## src/rtl/counter_driver.sv

```systemverilog
// counter_driver: converts absolute target positions into enable/updown step
// pulses for an up/down counter, taking the shortest modular path.
// Optional abort input is compiled in when COUNTER_DRIVER_ABORT_EN is defined.
module counter_driver #(
   parameter int unsigned WIDTH = 8,
   parameter int unsigned GAP   = 0
) (
   input  logic             clk,
   input  logic             rst,
   input  logic             tgt_valid,
   output logic             tgt_ready,
   input  logic [WIDTH-1:0] tgt_value,
`ifdef COUNTER_DRIVER_ABORT_EN
   input  logic             abort,
`endif
   output logic             enable,
   output logic             updown,
   output logic [WIDTH-1:0] pos,
   output logic             busy,
   output logic             done
);

   localparam int unsigned GW = (GAP > 1) ? $clog2(GAP + 1) : 1;
   localparam logic [WIDTH-1:0] HALF = {1'b1, {(WIDTH-1){1'b0}}};

   typedef enum logic [1:0] {
      S_IDLE = 2'd0,
      S_STEP = 2'd1,
      S_GAP  = 2'd2,
      S_DONE = 2'd3
   } state_t;

   state_t           state, state_nx;
   logic [WIDTH-1:0] remaining, rem_nx;
   logic [GW-1:0]    gap_cnt, gap_nx;
   logic [WIDTH-1:0] pos_nx;
   logic             dir_nx;
   logic [WIDTH-1:0] diff_c;
   logic             up_c;
   logic             abort_c;

`ifdef COUNTER_DRIVER_ABORT_EN
   assign abort_c = abort;
`else
   assign abort_c = 1'b0;
`endif

   // Modular distance to the target; the exact half-way tie resolves up.
   assign diff_c = tgt_value - pos;
   assign up_c   = (diff_c <= HALF);

   // Next-state, step bookkeeping and shadow position update.
   always_comb begin
      state_nx = state;
      rem_nx   = remaining;
      gap_nx   = gap_cnt;
      pos_nx   = pos;
      dir_nx   = updown;
      case (state)
         S_IDLE: begin
            if (tgt_valid) begin
               if (diff_c == '0) begin
                  state_nx = S_DONE;
               end else begin
                  state_nx = S_STEP;
                  dir_nx   = up_c;
                  rem_nx   = up_c ? diff_c : (~diff_c + WIDTH'(1));
               end
            end
         end
         S_STEP: begin
            pos_nx = updown ? (pos + WIDTH'(1)) : (pos - WIDTH'(1));
            rem_nx = remaining - WIDTH'(1);
            if ((remaining == WIDTH'(1)) || abort_c) begin
               state_nx = S_DONE;
            end else if (GAP > 0) begin
               state_nx = S_GAP;
               gap_nx   = GW'(GAP);
            end
         end
         S_GAP: begin
            gap_nx = gap_cnt - GW'(1);
            if (abort_c) begin
               state_nx = S_DONE;
            end else if (gap_cnt == GW'(1)) begin
               state_nx = S_STEP;
            end
         end
         S_DONE: begin
            state_nx = S_IDLE;
         end
         default: begin
            state_nx = S_IDLE;
         end
      endcase
   end

   // State and datapath registers; outputs registered from the next state.
   always_ff @(posedge clk or posedge rst) begin
      if (rst) begin
         state     <= S_IDLE;
         remaining <= '0;
         gap_cnt   <= '0;
         pos       <= '0;
         updown    <= 1'b0;
         enable    <= 1'b0;
         busy      <= 1'b0;
         done      <= 1'b0;
         tgt_ready <= 1'b1;
      end else begin
         state     <= state_nx;
         remaining <= rem_nx;
         gap_cnt   <= gap_nx;
         pos       <= pos_nx;
         updown    <= dir_nx;
         enable    <= (state_nx == S_STEP);
         busy      <= (state_nx == S_STEP) || (state_nx == S_GAP);
         done      <= (state_nx == S_DONE);
         tgt_ready <= (state_nx == S_IDLE);
      end
   end

endmodule
```

## config.mk

```make
export PLATFORM = sky130hd
export DESIGN_NAME = counter_driver
export DESIGN_NICKNAME = d
export VERILOG_FILES = /design/src/rtl/counter_driver.sv
export SDC_FILE = /design/constraint.sdc
export NUM_CORES = 1
export LEC_CHECK = 0
export CAP_MARGIN = 15
export CORE_ASPECT_RATIO = 1.25
export CORE_MARGIN = 2
export CORE_UTILIZATION = 40
export CTS_BUF_LIST = sky130_fd_sc_hd__clkbuf_4 sky130_fd_sc_hd__clkbuf_8
export DETAILED_ROUTE_END_ITERATION = 7
export SLEW_MARGIN = 20
export SYNTH_ARGS = -nofsm -noshare
export SYNTH_HDL_FRONTEND = slang
export SYNTH_SLANG_ARGS = --single-unit
```

## constraint.sdc

```tcl
create_clock -name clk -period 3.15 [get_ports clk]
set_input_delay 0.945 -clock clk [delete_from_list [all_inputs] [get_ports clk]]
set_output_delay 0.945 -clock clk [all_outputs]
set_load 0.01 [all_outputs]
```

Yosys cells after proc, flatten, opt, wreduce, memory -nomap -nowiden

Index checks and enable logic that the tools add are counted.

Bits in registers: 24
Output and inout bits: 13
Input bits: 11

Bitwise gates (word level): 2
Reduce and logical (&&, ||, !) cells: 7
Order comparisons: 1
Add/sub/neg operators: 6
Equality and inequality tests: 9
Mux-type cells: 10

Operator list:

| kind                                                               | count |
|---|---|
| 8-bit two-way mux                                                  | 4 |
| 8-bit by 1-bit adder with 8-bit output, second input constant      | 2 |
| 8-bit one-hot mux with 2 select lines                              | 1 |
| 8-bit by 1-bit subtractor with 8-bit output, second input constant | 2 |
| 2-bit == test, second input constant                               | 4 |
| 8-bit by 1-bit == test with 1-bit output, second input constant    | 1 |
| 8-bit <= comparator, second input constant                         | 1 |
| 8-bit zero test                                                    | 1 |
| 2-bit two-way mux                                                  | 4 |
| 8-bit NOT                                                          | 1 |
| 2-bit one-hot mux with 4 select lines                              | 1 |
| 8-bit subtractor                                                   | 1 |
| 3-bit AND reduction                                                | 2 |
| 2-bit by 1-bit == test with 1-bit output, second input constant    | 2 |
| 2-bit zero test                                                    | 2 |
| 2-bit inequality test, second input constant                       | 2 |
| 2-bit nonzero test                                                 | 1 |
| 1-bit logical OR                                                   | 1 |
| 1-bit NOT                                                          | 1 |
| 1-bit subtractor, second input constant                            | 1 |

Logic depth before layout (Yosys ltp)

Gate-level depths: netlist (run 1).

Depth after elaboration: 7
Gate-level depth with buffers: 11

Worst setup path before layout (run 1)

Ideal clock, no wire load.

Path kind: input to register
Start: in tgt_value[0]
End: reg remaining[7]
Library setup time: 65 ps
Data required time: 3085 ps
Path slack: -261 ps
Buffers on the path: 0
Arrival time: 3346 ps
Cell stages on the path: 10
Cells stage by stage: inv_1 > ha_1 > fa_1 > nor2b_1 > o21ai_0 > a211oi_4 > or3b_1 > or4_4 > a21oi_2 > o22a_1

Longest elaborated chain between the ends: 7

Ends and longest elaborated chain:

| what                                   | RTL line | RTL |
|---|---|---|
| start: declaration                     | 12       | `input logic [WIDTH-1:0] tgt_value,` |
| 8-bit subtractor *                     | 49       | `assign diff_c = tgt_value - pos;` |
| 8-bit NOT                              | 67       | `rem_nx = up_c ? diff_c : (~diff_c + WIDTH'(1));` |
| 8-bit by 1-bit adder with 8-bit output | 67       |  |
| 8-bit two-way mux                      | 67       |  |
| 8-bit two-way mux                      | 62       | `if (diff_c == '0) begin` |
| 8-bit two-way mux                      | 61       | `if (tgt_valid) begin` |
| 8-bit one-hot mux with 2 select lines  | 59       | `case (state)` |
| end signal: assignment                 | 112      | `remaining <= rem_nx;` |
| end: declaration                       | 34       | `logic [WIDTH-1:0] remaining, rem_nx;` |

Every way passes the cells marked *; elsewhere a longest branch is shown, timed or not. The select of a mux whose other input is x is not followed.
A chain may end at the register's enable or synchronous reset.

Worst setup path in the final report (run 1)

Same ends and word-level chain as after synthesis.

==> results of run 1 <==
[power by group through the flow]
stage | Combinational, W | Clock (W) | Sequential (W)
6_report | 0.00252 | 0.000285 | 0.000585
5_1_grt | 0.00281 | 0.000301 | 0.000606
4_1_cts | 0.00238 | 0.000292 | 0.000587
3_5_place_dp | 0.00227 | 0 | 0.000593
3_3_place_gp | 0.00225 | 0 | 0.000591
2_1_floorplan | 0.00142 | 0 | 0.000587
[metal layers]
layer	part of all wire	vias to the layer above	GRT usage
li1	-	959	-
met4	0.014	0	0.0612
met5	0	-	0
met1	0.42	874	0.227
met2	0.55	20	0.358
met3	0.018	7	0.0190
[critical path: stages]
cell	delay [ns]
buf_2	0.10
inv_2	0.05
ha_2	0.17
fa_2	0.25
nor2b_4	0.06
o2111a_2	0.28
a211oi_4	0.21
or3b_4	0.41
or4_4	0.55
a21oi_2	0.13
o22a_1	0.15
[synth_stat cells, types with 4 or more instances]
cell,n
nor2_1,19
ha_1,20
o21ai_0,20
inv_1,22
dfrtp_1,23
clkbuf_1,4
xnor2_1,8
nor2b_1,6
nand2_1,14
or3_1,8
xor2_1,5
nor3_1,6
a21oi_1,9
[cell families after synthesis]
group / count (synthesis) / share of synthesized area
and+or+nand+nor: 75 / 0.197
AOI/OAI and AO/OA: 68 / 0.241
buffers and inverters: 28 / 0.0538
DFF: 24 / 0.301
adders and majority gates: 22 / 0.145
xor gates and xnor gates: 13 / 0.0569
muxes: 1 / 0.00500
[worst max-delay path by stage]
stage / start / endpoint / cells after the start
after CTS: tgt_value[3] / remaining[7] / 10
after floorplan: tgt_value[0] / remaining[7] / 10
after global routing: tgt_value[1] / busy / 10
after detailed placement: tgt_value[0] / busy / 12
final: tgt_value[0] / remaining[7] / 11
after global placement: tgt_value[0] / busy / 12
[flip-flops by register name, summed over array words and instances (netlist names)]
signal	cells
pos	8
remaining	8
state	2
busy	1
done	1
enable	1
gap_cnt	1
tgt_ready	1
updown	1
[timing repair]
item	4_1_cts	5_1_grt
endpoints found under the setup margin	14	13
buffers inserted	2	1
gates resized for setup	20	28
pin swaps	13	15
[through the flow]
stage	instances	hold WS (ns)	TNS [ns]	instance area, um^2
floorplan	231	0.454	-0.195	2040
global placement	346	0.474	-6.86	2600
detailed placement	346	0.498	-7.28	2600
CTS	352	0.515	0	2750
global route	353	0.518	-0.0515	2830
finish	353	0.504	0	2830
[cell type report]
| type | instances | area, um^2 | share of cell area |
|---|---|---|---|
| Timing Repair Buffer | 64 | 519 | 0.183 |
| Sequential cell | 24 | 602 | 0.212 |
| Tap cell | 60 | 75.1 | 0.0265 |
| Inverter | 22 | 82.6 | 0.0291 |
| Clock inverter | 1 | 30.0 | 0.0106 |
| Multi-Input combinational cell | 179 | 1480 | 0.524 |
| Clock buffer | 3 | 41.3 | 0.0146 |
==> results.md, run 1 <==
* Final min period at a little over 3 ns
* First-pass GRT wire length at 8.50 mm
* Setup Skew at 0.00798 ns
* Clock latency at the later pin of the worst-skew pair at approximately 0.28 ns
* Final wirelength at 5.19 mm
* Hold path start: gap_cnt
* Mean post-synth cell area at 8.66 um^2
* Leak at 1.25 nW
* Synth Warn # at 0
* Outcome: finished clean
* CP max FO at 3
* Reg2Reg Depth at 9
* Reg-to-reg slack, setup at around 0.27 ns
* Most frequent cells in the layout: buf_4 (39), dfrtp_1 (23), inv_1 (20)
* Nets at 327
* Final setup viols at 0
* Crit. End Element: flip-flop
* Most common cell after layout, fill and taps aside: buf_4
* Fmax at 324 MHz
* Count of final hold-check violations at 0
* Die area at 0.00559 mm^2
* IO Port Bufs at 23
* Die Span Y at about 83 um
* Tightest Pin Transition at 0.926 ns
* Pre-CTS setup slack at -0.624 ns
* Clk slew on worst S/H paths at around 0.1 ns
* Asr flop ratio synth at 1.00
* Vias in the first global route at around 1900
* Pwr dens at 1200 mW/mm^2
* Max-cap violations at 0
* Antenna cells at 0
* CP Class: input pin to flip-flop
* Synth Register Bits at 24
* P_sw at 0.00149 W
* Post-CTS Hold Buffers at 0
* Drt first pass iters at 4
* Layout area overhead at 41.7%
* Hold EP: gap_cnt
* Reg2Reg Launch Point: pos[0]
* Synth area leader: dfrtp_1
* Setup crit start kind: input pin
* Rows at 28
* H-tree depth at 1
* Largest net degree at the start of global routing at 25
* Antenna violations before repair at 0
* Core area at 0.00476 mm^2
* Antenna Violating Nets Remaining at 0
* Sequential fraction of the synthesis area at 0.301
* Final worst-path cycle share at 0.979
* Num CTS Buffers at 3
* Worst slew margin at 0.377
* WL per Instance at 14.7 um
* Crit path DAT at 3.32 ns
* Flop pwr share at 0.172
* Via density at ~5.3
* Synth Flop Type: dfrtp_1
* Drc violations at 0
* Dpl hpwl at roughly 3.9 mm
* Final setup margin at 0.0647 ns
* CTS tree: built
* FILL cells at around 450
* Final Util at 0.595
* Post-synth cell types at 56
* Hold Path Class: flip-flop to flip-flop
* Clock network fraction of total power at 0.084
* Chip width at 67.3 um
* WHS Path Cells at 1
* Internal at 0.00190 W
* Post-Syn Nets at 264
* EDFF count, synth at 0
* Gate Count Post-Synth at between 200 and 250
* Reg2reg end: remaining[7]
* Combinational Power Share at 0.743
* Post-synth top area share at 0.288
* Total global routing overflow at 0
* RePlAce Congestion at 0.791
* Slew Viols, Final at 0
* CTS sink cnt at 24
* Max Buffers Root-to-Sink at 2
* Synth Cell Area at between 0.002 and 0.0025 mm^2
* Ports at 24
* DR vias at 1860
* Tot Pwr at 0.00339 W
* Initial DRC count at 64
* Switching power share of the total at 0.439
* GRT Resource Usage Total at 0.195
* VDD IR max at between 0.7 and 0.8 mV
* CTS Root Cell: clkbuf_8
* Fraction of layout cells with a size suffix above 1 at 0.300
* Top post-synthesis cells by area: dfrtp_1 (29%), ha_1 (13%), o21ai_0 (5.0%)
* Initial Util at 0.420
* Worst EP required at 3.38 ns
(Power assumes the default switching activity.)
==> run 2, diff against run 1 <==
- SKIP_LAST_GASP: not set -> 1
==> results of run 2 <==
Final layout, timing and power as in run 1 (identical DEF).
==> run 3, diff against run 2 <==
==> constraint.sdc (replaced) <==
create_clock -name clk -period 3.15 [get_ports clk]
set_input_delay 0.63 -clock clk [delete_from_list [all_inputs] [get_ports clk]]
set_output_delay 0.63 -clock clk [all_outputs]
set_load 0.01 [all_outputs]
==> run 3 against run 2 <==
Hold slack got worse by 0.019 ns. Combinational power about the same. Non-clock buffer count increased by 1. Setup slack improved by 0.0093 ns. Sequential power decreased by 2%. Sequential share of layout area increased by 0.48 points. Cell area decreased by 2.2%. Utilization decreased by 1.3 points. Largest power group unchanged. Highest routed layer unchanged.
==> results.md, run 3 (synthesis gave the netlist of run 1 again) <==
* Most frequent cells in the layout: buf_4 (42), dfrtp_1 (23), inv_1 (22), clkdlybuf4s50_1 (22), nor2_1 (19)
* CTS sink cnt at 24 (unchanged)
* Largest net degree at the start of global routing at 25 (unchanged)
* Fraction of layout cells with a size suffix above 1 at 0.245 (-0.0554)
* Pwr dens at 1210 mW/mm^2 (+1.0%)
* Die area at 0.00559 mm^2 (unchanged)
* Hold Path Class: flip-flop to flip-flop
* Fmax at 325 MHz (+0.30%)
* Setup crit start kind: input pin
* Final worst-path cycle share at 0.977 (-0.00295)
* Worst EP required at 3.37 ns (about the same)
* Inst Count DP at 348 (+0.58%)
* CP max FO at 4 (+1)
* DR vias at 1883 (+1.2%)
* First-pass GRT wire length at 8.83 mm (+3.8%)
* Worst slew margin at 0.436 (+0.0589)
* Slowest stage delay, CP at 0.49 ns (-0.06 ns)
* Antenna Violating Nets Remaining at 0 (unchanged)
* Max-cap violations at 0 (unchanged)
* CTS Root Cell: clkbuf_8
* CP cell instances: clkdlybuf4s50_1, ha_1, or2_1, o2111a_2, a211oi_4, or3b_4, or4_4, a21oi_2, o22a_1
* Vias in the first global route at 1889 (-1.0%)
* Final min period at 3.08 ns (-0.00929 ns)
* CTS tree: built
* VDD IR max at 0.675 mV (-14%)
* Leak at 1.25 nW (-0.29%)
* Max Buffers Root-to-Sink at 2 (unchanged)
* CP Class: input pin to flip-flop
* H-tree depth at 1 (unchanged)
* Initial Util at 0.420 (unchanged)
* Antenna cells at 0 (unchanged)
* RSZ-0062 raised after global routing: true
* Initial DRC count at 84 (+31%)
* Pre-CTS setup slack at -0.510 ns (+0.114 ns)
* Layout area overhead at 38.5%
* Final setup viols at 0 (unchanged)
* Clk slew on worst S/H paths at 0.10 ns (about the same)
* Nets at 328 (+0.31%)
* Biggest regs: pos (8), remaining (8), state (2)
* Slew Viols, Final at 0 (unchanged)
* Tightest Pin Transition at 0.839 ns (-0.0875 ns)
* Final setup margin at 0.0740 ns (+0.00929 ns)
* Drc violations at 0 (unchanged)
* RePlAce Congestion at 0.837 (+5.8%)
* IO Port Bufs at 23 (unchanged)
* Crit. End Element: flip-flop
* Clock latency at the later pin of the worst-skew pair at 0.28 ns (about the same)
* Die Span Y at 83.1 um (unchanged)
* Via density at 5.32 (+0.95%)
* Ports at 24 (unchanged)
* Core area at 0.00476 mm^2 (unchanged)
* Antenna violations before repair at 0 (unchanged)
* GRT Resource Usage Total at 0.202 (+0.00788)
* Drt first pass iters at 4 (unchanged)
* Chip width at 67.3 um (unchanged)
* Outcome: finished clean
* Slowest-stage cell, CP: or4_4
* Dpl hpwl at 3.86 mm (-1.2%)
* Final wirelength at 5.03 mm (-3.1%)
* Count of final hold-check violations at 0 (unchanged)
* Num CTS Buffers at 3 (unchanged)
* Crit path DAT at 3.30 ns (-0.02 ns)
* WL per Instance at 14.2 um (-3.4%)
* Rows at 28 (unchanged)
* Setup Skew at 0.00252 ns (-0.00547 ns)
* Post-route insts no fill at 354 (+0.28%)
* Post-CTS Hold Buffers at 0 (unchanged)
* Most common cell after layout, fill and taps aside: buf_4
* Total global routing overflow at 0 (unchanged)
[run 3: final timing paths]
path / start / endpoint / slack, ns / cells after the start
max in group asynchronous: rst / tgt_ready / 2.16 / 3
min in group asynchronous: rst / pos[1] / 0.70 / 3
setup / recovery: tgt_value[3] / remaining[7] / 0.07 / 9
hold / removal: gap_cnt / gap_cnt / 0.49 / 1
setup reg to reg: pos[0] / remaining[7] / 0.35 / 9
hold reg to reg: gap_cnt / gap_cnt / 0.49 / 1
[run 3: power breakdown]
| part | total [W] | internal, W | switching, W | leakage [nW] |
|---|---|---|---|---|
| sequential | 0.000574 | 0.000447 | 0.000127 | 0.278 |
| combinational | 0.00249 | 0.00127 | 0.00122 | 0.934 |
| clock | 0.000285 | 0.000170 | 0.000115 | 0.0357 |
| total | 0.00335 | 0.00189 | 0.00146 | 1.25 |
[run 3: per-layer routing]
| metal | up-vias | global-route usage | part of all wire |
|---|---|---|---|
| met1 | 888 | 0.237 | 0.42 |
| met5 | - | 0 | 0 |
| li1 | 957 | - | - |
| met2 | 32 | 0.372 | 0.54 |
| met3 | 6 | 0.0285 | 0.027 |
| met4 | 0 | 0.0519 | 0.012 |
[run 3: worst max-delay path: cells and delay by family]
family,cells,cell delay [ns]
buffers and inverters,1,0.40
adders and majority gates,1,0.25
and+or+nand+nor,3,1.20
AOI/OAI and AO/OA,4,0.80
[run 3: area by class of cell]
type,instances,area [um^2]
fillers,454,1990
multi-input cells,179,1400
flip-flops and latches,24,602
repair buffers,65,544
inverters,22,82.6
well taps,60,75.1
clock buffers,3,41.3
clock inverters,1,30.0
[run 3: timing repair]
action,CTS,global route
pin swaps,9,4
gates resized for setup,17,6
hold endpoints to repair,0,0
endpoints found under the setup margin,13,12
setup buffers,1,1
[run 3: through the flow]
| step | instance area [um^2] | setup TNS, ns | power (W) | util | hold WS (ns) |
|---|---|---|---|---|---|
| global placement | 2580 | -4.82 | 0.00282 | 0.542 | 0.477 |
| global route | 2770 | -0.0248 | 0.00368 | 0.582 | 0.517 |
| floorplan | 2000 | 0 | 0.00193 | - | 0.454 |
| finish | 2770 | 0 | 0.00335 | 0.582 | 0.485 |
| CTS | 2740 | 0 | 0.00331 | 0.574 | 0.492 |
| detailed placement | 2580 | -5.58 | 0.00284 | 0.542 | 0.475 |
